$ cat config.mk
export PLATFORM = sky130hd
export DESIGN_NAME = fifo_read_ctrl
export DESIGN_NICKNAME = d
export VERILOG_FILES = /design/src/rtl/fifo_pkg.sv /design/src/rtl/fifo_rd_flags.sv /design/src/rtl/fifo_read_ctrl.sv
export SDC_FILE = /design/constraint.sdc
export NUM_CORES = 1
export LEC_CHECK = 0
export BUFFER_PORTS_ARGS = -buffer_cell sky130_fd_sc_hd__buf_2
export CORE_MARGIN = 2
export CORE_UTILIZATION = 44
export CTS_CLUSTER_DIAMETER = 30
export CTS_CLUSTER_SIZE = 8
export DETAILED_ROUTE_END_ITERATION = 6
export PLACE_DENSITY = 0.78
export SYNTH_ARGS = -nofsm -noshare
export SYNTH_HDL_FRONTEND = slang
export SYNTH_HIERARCHICAL = 1
export SYNTH_SLANG_ARGS = --single-unit
$ cat constraint.sdc
create_clock -name clk -period 2.15 [get_ports clk]
set_clock_uncertainty 0.15 [all_clocks]
set_input_delay 0 -clock clk [delete_from_list [all_inputs] [get_ports clk]]
set_output_delay 0 -clock clk [all_outputs]
set_load 0.01 [all_outputs]
$ cat src/rtl/fifo_pkg.sv
// fifo_pkg: pointer width, depth sanity check and pointer type shared by the FIFO read and write controllers
package fifo_pkg;
    localparam int FIFO_W_ADDRESS = 4;
    localparam int FIFO_PTR_W = FIFO_W_ADDRESS + 1;
    localparam int FIFO_L = 16;
    localparam bit FIFO_DEPTH_OK = (FIFO_L == (1 << FIFO_W_ADDRESS));
    typedef logic [FIFO_PTR_W-1:0] fifo_ptr_t;
    function automatic bit depth_ok(input int aw, input int depth);
        return depth == (1 << aw);
    endfunction
endpackage

$ cat src/rtl/fifo_rd_flags.sv
// fifo_rd_flags: occupancy, empty and almost-empty derived from the read and write pointers
module fifo_rd_flags #(
    parameter int w_address = 4,
    parameter int AE_THRESH = 2
) (
    input  logic [w_address:0] read_pointer,
    input  logic [w_address:0] write_pointer,
    output logic [w_address:0] rd_count,
    output logic               empty,
    output logic               almost_empty
);
    always_comb begin
        rd_count = write_pointer - read_pointer;
        empty = write_pointer == read_pointer;
        almost_empty = rd_count <= (w_address+1)'(AE_THRESH);
    end
endmodule

$ cat src/rtl/fifo_read_ctrl.sv
// fifo_read_ctrl: FIFO read pointer, registered pop output and flags; FIFO_RD_UNDERFLOW_EN adds a sticky underflow flag
module fifo_read_ctrl
    import fifo_pkg::*;
#(
    parameter int w_address = FIFO_W_ADDRESS,
    parameter int w_data = 8,
    parameter int L_fifo = FIFO_L,
    parameter int AE_THRESH = 2
) (
    input  logic               clk,
    input  logic               rst,
    input  logic [w_address:0] write_pointer,
    input  logic [w_data-1:0]  READ_DATA,
    input  logic               rd_en,
    output logic [w_address:0] read_pointer,
    output logic [w_data-1:0]  rd_data,
    output logic               rd_valid,
    output logic               empty,
    output logic               almost_empty,
`ifdef FIFO_RD_UNDERFLOW_EN
    output logic               underflow,
`endif
    output logic [w_address:0] rd_count
);
    logic [w_address:0] r_read_pointer;
    logic [w_data-1:0]  r_rd_data;
    logic               r_rd_valid;
    logic               w_empty;
    logic               w_pop;

    if (!depth_ok(w_address, L_fifo) || !FIFO_DEPTH_OK) begin : g_depth_check
        $error("L_fifo must equal 2**w_address");
    end

    fifo_rd_flags #(
        .w_address(w_address),
        .AE_THRESH(AE_THRESH)
    ) u_flags (
        .read_pointer (r_read_pointer),
        .write_pointer(write_pointer),
        .rd_count     (rd_count),
        .empty        (w_empty),
        .almost_empty (almost_empty)
    );

    assign w_pop = rd_en && !w_empty;

    always_ff @(posedge clk) begin
        if (rst) begin
            r_read_pointer <= '0;
            r_rd_data <= '0;
            r_rd_valid <= 1'b0;
        end else begin
            r_rd_valid <= w_pop;
            if (w_pop) begin
                r_read_pointer <= r_read_pointer + 1'b1;
                r_rd_data <= READ_DATA;
            end
        end
    end

`ifdef FIFO_RD_UNDERFLOW_EN
    logic r_underflow;
    always_ff @(posedge clk) begin
        if (rst) r_underflow <= 1'b0;
        else if (rd_en && w_empty) r_underflow <= 1'b1;
    end
    assign underflow = r_underflow;
`endif

    assign read_pointer = r_read_pointer;
    assign rd_data = r_rd_data;
    assign rd_valid = r_rd_valid;
    assign empty = w_empty;
endmodule

After elaboration in Yosys (flattened, before gate mapping):

Cells that the tools add are included.

* flip-flop bits (word level): 14
* input port bits: 16
* output and inout port bits: 21
* word-level logic and storage cells: 9

* add/subtract/negate cells: 2
* $lt $le $gt $ge: 1
* equality and inequality tests: 1
* reductions and logical operators: 2

Operators by type and width (number)
* adder 5 x 1 -> 5 bit (second input constant): 1
* equality test 5 bit: 1
* less-or-equal comparator 5 x 2 -> 1 bit (second input constant): 1
* subtractor 5 bit: 1
* logical AND 1 bit: 1
* logical NOT 1 bit: 1

Longest topological paths before layout:

Gate-level depths: netlist of run 1.

* depth after elaboration: 3
* gate-level depth with buffers: 8
* mapped depth without buffers: 7

By module:

The synthesis of run 1 kept the hierarchy.

Modules (own cells, without submodules)
* fifo_read_ctrl: instances 1, cells each 61, area an instance 545.5 um^2, seq. area each 280.3 um^2
* fifo_rd_flags: instances 1, cells each 26, area an instance 200.2 um^2, seq. area each 0.0 um^2

Worst setup path before layout of run 1:

Ideal clock, no wire load.

* kind: reg-to-reg
* start point: register r_read_pointer[2] (netlist: read_pointer[2])
* end point: register r_read_pointer[3] (netlist: read_pointer[3])
* setup time: 121 ps
* data arrival time: 1716 ps
* data required time: 1879 ps
* slack: 163 ps
* stages on the path, launching flop included: 8
* path buffers: 0
* period minus slack after synthesis: 1987 ps
* path through: dfxtp_1 > inv_1 > ha_1 > nand4_1 > nor2_1 > nor2b_4 > nand4_1 > mux2_4

* longest elaborated chain between the ends: 3
* elaborated cells on any way between the ends: 4
* those cells by class: add/sub (1); eq/ne (1); reduce/logical (2)

RTL lines
* start: declaration: RTL line fifo_read_ctrl.sv:25 `logic [w_address:0] r_read_pointer;`
* start signal: assignment: RTL line fifo_read_ctrl.sv:56 `r_read_pointer <= r_read_pointer + 1'b1;`
* equality test 5 bit: RTL line fifo_rd_flags.sv:14 `empty = write_pointer == read_pointer;`
* net empty: RTL line fifo_read_ctrl.sv:18 `output logic empty,`
* logical NOT 1 bit: RTL line fifo_read_ctrl.sv:46 `assign w_pop = rd_en && !w_empty;`
* logical AND 1 bit: RTL line fifo_read_ctrl.sv:46

The timed path passes the listed nets, and every way through them passes these cells.
A chain may end at the register's enable or synchronous reset.

Worst setup path after layout of run 1:

* start point: register r_read_pointer[0] (netlist: read_pointer[0])
* end point: output port almost_empty

* longest elaborated chain between the ends: 2

RTL lines
* subtractor 5 bit: RTL line fifo_rd_flags.sv:13 `rd_count = write_pointer - read_pointer;`
* less-or-equal comparator 5 x 2 -> 1 bit: RTL line fifo_rd_flags.sv:15 `almost_empty = rd_count <= (w_address+1)'(AE_THRESH);`
* end: declaration: RTL line fifo_read_ctrl.sv:19 `output logic almost_empty,`

Every way passes these cells.

==> summary.md, run 1 <==
| Metric | Value |
|---|---|
| Die Wd | `45.2 µm` |
| Layout area overhead | `53.2%` |
| Fin worst setup slack | `0.0568 ns` |
| N_diodes | `0` |
| H-tree level count | `1` |
| Routability congestion estimate | `0.800` |
| Finished Core Util | `74.1%` |
| Synth Warn # | `6` |
| Via density | `5.00` |
| R2r worst-path depth | `7` |
| Register area | `282 µm²` |
| Antenna violations before repair | `0` |
| CP max-delay cell | `fa_2` |
| # DRC | `0` |
| CP Cell Sequence | `ha_4 -> fa_2 -> nand2b_4 -> a21oi_4 -> xnor2_2 -> a2111oi_4 -> buf_2` |
| Fill cell count | `123` |
| Top cell type's share of synthesized area | `37.6%` |
| Worst Path Arrival | `1.94 ns` |
| Min-delay src | `rd_data[7]$_SDFFE_PP0P_` |
| # port buffers | `36` |
| Reg-to-Reg End | `read_pointer[3]$_SDFFE_PP0P_` |
| Clk sinks | `14` |
| Worst R2R Setup Slack | `0.18 ns` |
| Final setup viols | `0` |
| Clock Latency Late Sink | `0.27 ns` |
| Synthesized instance count | `87` |
| CTS tree | `done` |
| Area of the multi-input gates | `482 µm²` |
| Status | `finished, final reports clean` |
| Max cap viols | `0` |
| Required time of the worst setup path | `2.00 ns` |
| Vias in the first global route | `714` |
| Synth area leader | `dfxtp_1` |
| GRT Total Usage | `20.1%` |
| Crit path from | `read_pointer[0]$_SDFFE_PP0P_` |
| Mean post-synth cell area | `8.57 µm²` |
| CP Class | `reg2out` |
| Slew Viols, Final | `0` |
| First-pass iteration count of the detailed router | `4` |
| Max Fclk | `0.478 GHz` |
| Count of cell types in the netlist | `22` |
| Final Power | `0.618 mW` |
| Number of I/O pins | `37` |
| Placed insts | `140` |
| DP HPWL | `1240 µm` |
| Layout cells sized above 1 | `40.1%` |
| Global-route wire length before repair | `2980 µm` |
| CTS clk-pin slew, worst paths | `0.08 ns` |
| Nets | `161` |
| Routed Antenna Nets | `0` |
| Core area | `0.00154 mm²` |
| Crit. End Element | `output port` |
| Critical Path Sink | `almost_empty` |
| Leak Pwr | `0.559 nW` |
| Post-Syn Area | `746 µm²` |
| GR Overflow Total | `0` |
| Peak supply drop | `398 µV` |
| Die ar. | `0.00204 mm²` |
| Setup repair bufs after CTS | `0` |
| Hold/Removal Path Class | `reg2reg` |
| Final WL | `1930 µm` |
| Synth area leaders | `dfxtp_1 (38%), nand2_1 (9.6%), ha_1 (8.4%)` |
| Max-slew headroom | `77.0%` |
| Startpoint Class | `register` |
| Vert. Die Dim | `45.2 µm` |
| Tmin final | `2.09 ns` |
| Placement Setup Slack | `0.172 ns` |
| Worst-Margin Slew | `0.343 ns` |
| Clk buf depth | `2` |
| Slowest stage delay, CP | `0.36 ns` |
| Drt wl/cell | `12.6 µm` |
| CTS Buf Count | `3` |
| Mapped Nets | `109` |
| Synth Register Bits | `14` |
| Final cell count without fillers | `153` |
| PD cells | `541 mW/mm²` |
| Clock root buffer | `clkbuf_4` |
| R2R Path Start | `read_pointer[1]$_SDFFE_PP0P_` |
| Final worst path period share | `97.4%` |
| Cell row count | `14` |
| CP Max Fanout | `2` |
| Largest net degree at the start of global routing | `17` |
| Vias | `765` |
| Starting Density | `48.4%` |
| Register area share after synthesis | `37.6%` |
| Iteration-0 DRC Markers | `17` |
| Final hold viol count | `0` |
==> cells in the final DEF (no fill, tap or decap), types with 3 or more instances in the layout <==
| master | synthesis | layout |
|---|---|---|
| nand4_1 | 3 | 3 |
| nand2_1 | 19 | 19 |
| buf_4 | 2 | 4 |
| ha_1 | 5 | 3 |
| dfxtp_1 | 14 | 13 |
| buf_2 | 1 | 36 |
| nor2_1 | 8 | 8 |
| inv_1 | 7 | 7 |
| dlygate4sd3_1 | 0 | 10 |
| clkbuf_4 | 0 | 3 |
| a21oi_1 | 10 | 10 |
==> critical path, delay by kind of cell, from the launching register on <==
kind / cells / cell delay, ns
fa+ha+maj: 2 / 0.52
flops: 1 / 0.34
buf+inv: 1 / 0.18
simple gates: 1 / 0.17
xor+xnor: 1 / 0.10
compound gates: 2 / 0.36
==> cells in the mapped netlist <==
| cell type | count |
|---|---|
| nand2_1 | 19 |
| dfxtp_1 | 14 |
| a21oi_1 | 10 |
| nor2_1 | 8 |
| inv_1 | 7 |
| ha_1 | 5 |
| nand4_1 | 3 |
| xnor2_1 | 3 |
| buf_4 | 2 |
| mux2_4 | 2 |
| nor2b_1 | 2 |
| xor2_1 | 2 |
| a2111oi_2 | 1 |
| a21oi_2 | 1 |
| buf_2 | 1 |
| fa_1 | 1 |
| nand2b_1 | 1 |
| nand3b_1 | 1 |
| nor2b_4 | 1 |
| o21ai_0 | 1 |
| or2b_1 | 1 |
| xor2_2 | 1 |
==> timing repair <==
action                                  CTS  global route
hold endpoints to repair                 12             0
cloned                                    0             0
gates resized for setup                   5             6
pin swaps                                 1             1
hold buffers                             10             0
endpoints found under the setup margin    1             6
==> per-stage QoR <==
step	hold WS, ns	cell area (µm²)	TNS [ns]
after floorplan	-0.0809	746	0
after global placement	0.0907	956	0
after detailed placement	0.0977	956	0
after CTS	0.310	1110	0
after global routing	0.327	1140	-0.00418
final	0.308	1140	0
==> worst min path at each step <==
stage	endpoint	slack, ns	cells past startpoint
after floorplan	rd_data[2]$_SDFFE_PP0P_	-0.08	1
after global placement	rd_data[1]$_SDFFE_PP0P_	0.09	3
after detailed placement	rd_data[5]$_SDFFE_PP0P_	0.1	3
after CTS	rd_data[0]$_SDFFE_PP0P_	0.31	2
after global routing	rd_data[0]$_SDFFE_PP0P_	0.33	2
final	rd_data[7]$_SDFFE_PP0P_	0.31	2
==> report_power, final <==
| group | internal [mW] | switching, mW | total (mW) |
|---|---|---|---|
| Sequential | 0.274 | 0.00814 | 0.282 |
| Clock | 0.0648 | 0.0762 | 0.141 |
| Combinational | 0.0932 | 0.102 | 0.196 |
| Total | 0.432 | 0.187 | 0.618 |
==> final cells by class <==
class                      count  share of cell area (%)
sequential                    14                    24.6
multi-input combinational     63                    42.2
tap                           16                    1.75
timing repair buffer          50                    27.2
inverter                       7                    2.30
clock buffer                   3                    1.97
==> state kept, by name, indices dropped and copies added (netlist names) <==
| name | count |
|---|---|
| rd_data | 8 |
| rd_valid | 1 |
| read_pointer | 5 |
==> per-layer routing <==
layer | vias to the layer above | wire length [µm] | track usage [%]
li1 | 383 | - | -
met1 | 355 | 764 | 22.3
met2 | 25 | 1050 | 36.0
met3 | 2 | 99 | 6.80
met4 | 0 | 16 | 5.88
met5 | - | 0 | 0
==> kinds of logic after synthesis <==
kind of cell | share of synthesized area (%)
multiplexers | 4.03
XOR/XNOR | 8.06
flip-flops | 37.6
adder cells (fa/ha/maj) | 11.1
AO/OA/AOI/OAI | 10.6
buffers and inverters | 6.21
AND/OR/NAND/NOR | 22.5
No activity file was read; power rests on OpenSTA's default activity.
==> inputs of run 2 (changes only) <==
Settings changed: CTS_CLUSTER_SIZE 8 to 40.
Clock period 2.15 ns to 2.4 ns, I/O delays scaled along.
==> run 2 against run 1 <==
Compared with the run above:
- register-to-register slack better by 0.06 ns
- via count is 0.13% higher
- sequential power is 9.6% lower
- count of clock-buffer cells in the layout is 1 higher
- core utilization is 5.0 points lower
- clock power is 20% higher
- power is 7.5% lower
- final cell count is 2.0% lower
- largest power group unchanged
==> summary.md, run 2 (synthesis results as in run 1) <==
| Metric | Value |
|---|---|
| Peak supply drop | `333 µV (-16%)` |
| Final setup viols | `0 (unchanged)` |
| Clk buf depth | `2 (unchanged)` |
| N_diodes | `0 (unchanged)` |
| Max Fclk | `0.435 GHz` |
| Area of the multi-input gates | `422 µm² (-12%)` |
| CTS Buf Count | `3 (unchanged)` |
| Worst Path Arrival | `2.15 ns (+0.21 ns)` |
| Vias | `766 (+0.13%)` |
| Slew Viols, Final | `0 (unchanged)` |
| Fill cell count | `131 (+6.5%)` |
| Nets | `157 (-2.5%)` |
| Clock root buffer | `clkbuf_4` |
| Antenna violations before repair | `0 (unchanged)` |
| Register area | `282 µm² (unchanged)` |
| Worst-Margin Slew | `0.341 ns (-0.00138 ns)` |
| Final worst path period share | `95.9%` |
| Crit-path leading delay family | `adder cells` |
| CP Max Fanout | `5 (+3)` |
| Status | `finished, final reports clean` |
| CTS tree | `done` |
| GR Overflow Total | `0 (unchanged)` |
| Routed Antenna Nets | `0 (unchanged)` |
| Routability congestion estimate | `0.774 (-3.2%)` |
| Commonest cells after routing, fill and taps aside | `buf_2 (36), nand2_1 (19), dfxtp_1 (13)` |
| RSZ-0062 raised after global routing | `no` |
| Clock Latency Late Sink | `0.29 ns (+0.02 ns)` |
| Startpoint Class | `register` |
| Layout cells sized above 1 | `35.8% (-4.3 points)` |
| Most common cell after layout, fill and taps aside | `buf_2` |
| Iteration-0 DRC Markers | `40 (+23)` |
| GRT Total Usage | `21.2% (+1.1 points)` |
| Max-slew headroom | `77.2% (+0.17 points)` |
| Die ar. | `0.00204 mm² (unchanged)` |
| Number of I/O pins | `37 (unchanged)` |
| Fin worst setup slack | `0.0986 ns (+0.0418 ns)` |
| Final hold viol count | `0 (unchanged)` |
| # port buffers | `36 (unchanged)` |
| Vias in the first global route | `708 (-0.84%)` |
| Vert. Die Dim | `45.2 µm (unchanged)` |
| Setup repair bufs after CTS | `0 (unchanged)` |
| CTS clk-pin slew, worst paths | `0.08 ns (about the same)` |
| CP Class | `reg2out` |
| DP HPWL | `1420 µm (+15%)` |
| CP max-delay cell | `fa_2` |
| Leak Pwr | `0.534 nW (-4.6%)` |
| Required time of the worst setup path | `2.25 ns (+0.25 ns)` |
| H-tree level count | `1 (unchanged)` |
| Final WL | `1990 µm (+3.0%)` |
| Clk sinks | `14 (unchanged)` |
| Tmin final | `2.30 ns` |
| Final Power | `0.572 mW (-7.5%)` |
| Placement Setup Slack | `0.251 ns (+0.0787 ns)` |
| Slowest stage delay, CP | `0.37 ns (about the same)` |
| Crit. End Element | `output port` |
| Global-route wire length before repair | `3020 µm (+1.2%)` |
| Die Wd | `45.2 µm (unchanged)` |
| Hold/Removal Path Class | `in2out` |
| CP Cell Sequence | `ha_1 -> fa_2 -> nand2b_1 -> a21oi_2 -> xnor2_1 -> a2111oi_2 -> buf_2` |
| Total negative setup slack | `0 ns (unchanged)` |
| Buffers & Inverters on Critical Path | `1 (unchanged)` |
| Core area | `0.00154 mm² (unchanged)` |
| Final hold slack | `0.304 ns (-0.00411 ns)` |
| Layout area overhead | `43.0%` |
| Cell row count | `14 (unchanged)` |
| First-pass iteration count of the detailed router | `6 (+2)` |
| Via density | `5.11 (+2.1%)` |
| Max cap viols | `0 (unchanged)` |
| Largest net degree at the start of global routing | `17 (unchanged)` |
| Max reg flops | `8 (unchanged)` |
| PD cells | `536 mW/mm² (-0.90%)` |
| Drt wl/cell | `13.3 µm (+5.1%)` |
| Starting Density | `48.4% (unchanged)` |
| # DRC | `0 (unchanged)` |
==> run 2: cell type report <==
class                      count  area share (%)
timing repair buffer          46            26.3
multi-input combinational     63            39.6
sequential                    14            26.4
tap                           16            1.88
clock buffer                   4            3.40
inverter                       7            2.46
==> run 2: path summary, 6_finish.rpt <==
path | startpoint | end | slack, ns | depth (start not counted)
worst min-delay path | write_pointer[4] | rd_count[4] | 0.30 | 4
worst max-delay path | read_pointer[0]$_SDFFE_PP0P_ | almost_empty | 0.1 | 7
worst max register to register | read_pointer[2]$_SDFFE_PP0P_ | read_pointer[3]$_SDFFE_PP0P_ | 0.24 | 7
worst min register to register | rd_data[6]$_SDFFE_PP0P_ | rd_data[6]$_SDFFE_PP0P_ | 0.31 | 2
==> run 2: worst min-delay path, cell delays in order <==
cell and delay [ns]:
buf_2 0.10, xor2_2 0.07, xnor2_1 0.14, buf_2 0.14
==> run 2: power by group <==
part           internal, mW  switching [mW]
Combinational        0.0684          0.0789
Sequential            0.245          0.0103
Clock                0.0925          0.0765
==> run 2: what timing repair did <==
action	in CTS	in global routing
endpoints found under the setup margin	0	1
endpoints found under the hold margin	12	0
gates resized for setup	0	2
hold buffers	10	0
==> run 2: per-layer routing <==
layer  routed length [µm]  track usage, %
met1                  799            21.5
met2                 1060            39.4
met4                   16            7.65
met5                    0               0
met3                  111            7.60
==> run 2: stage by stage <==
stage               cell area, µm²  cells  util, %
detailed placement             926    136     60.1
finish                        1070    150     69.2
global placement               926    136     60.1
CTS                           1060    150     68.9
floorplan                      746     87        -
global route                  1070    150     69.2
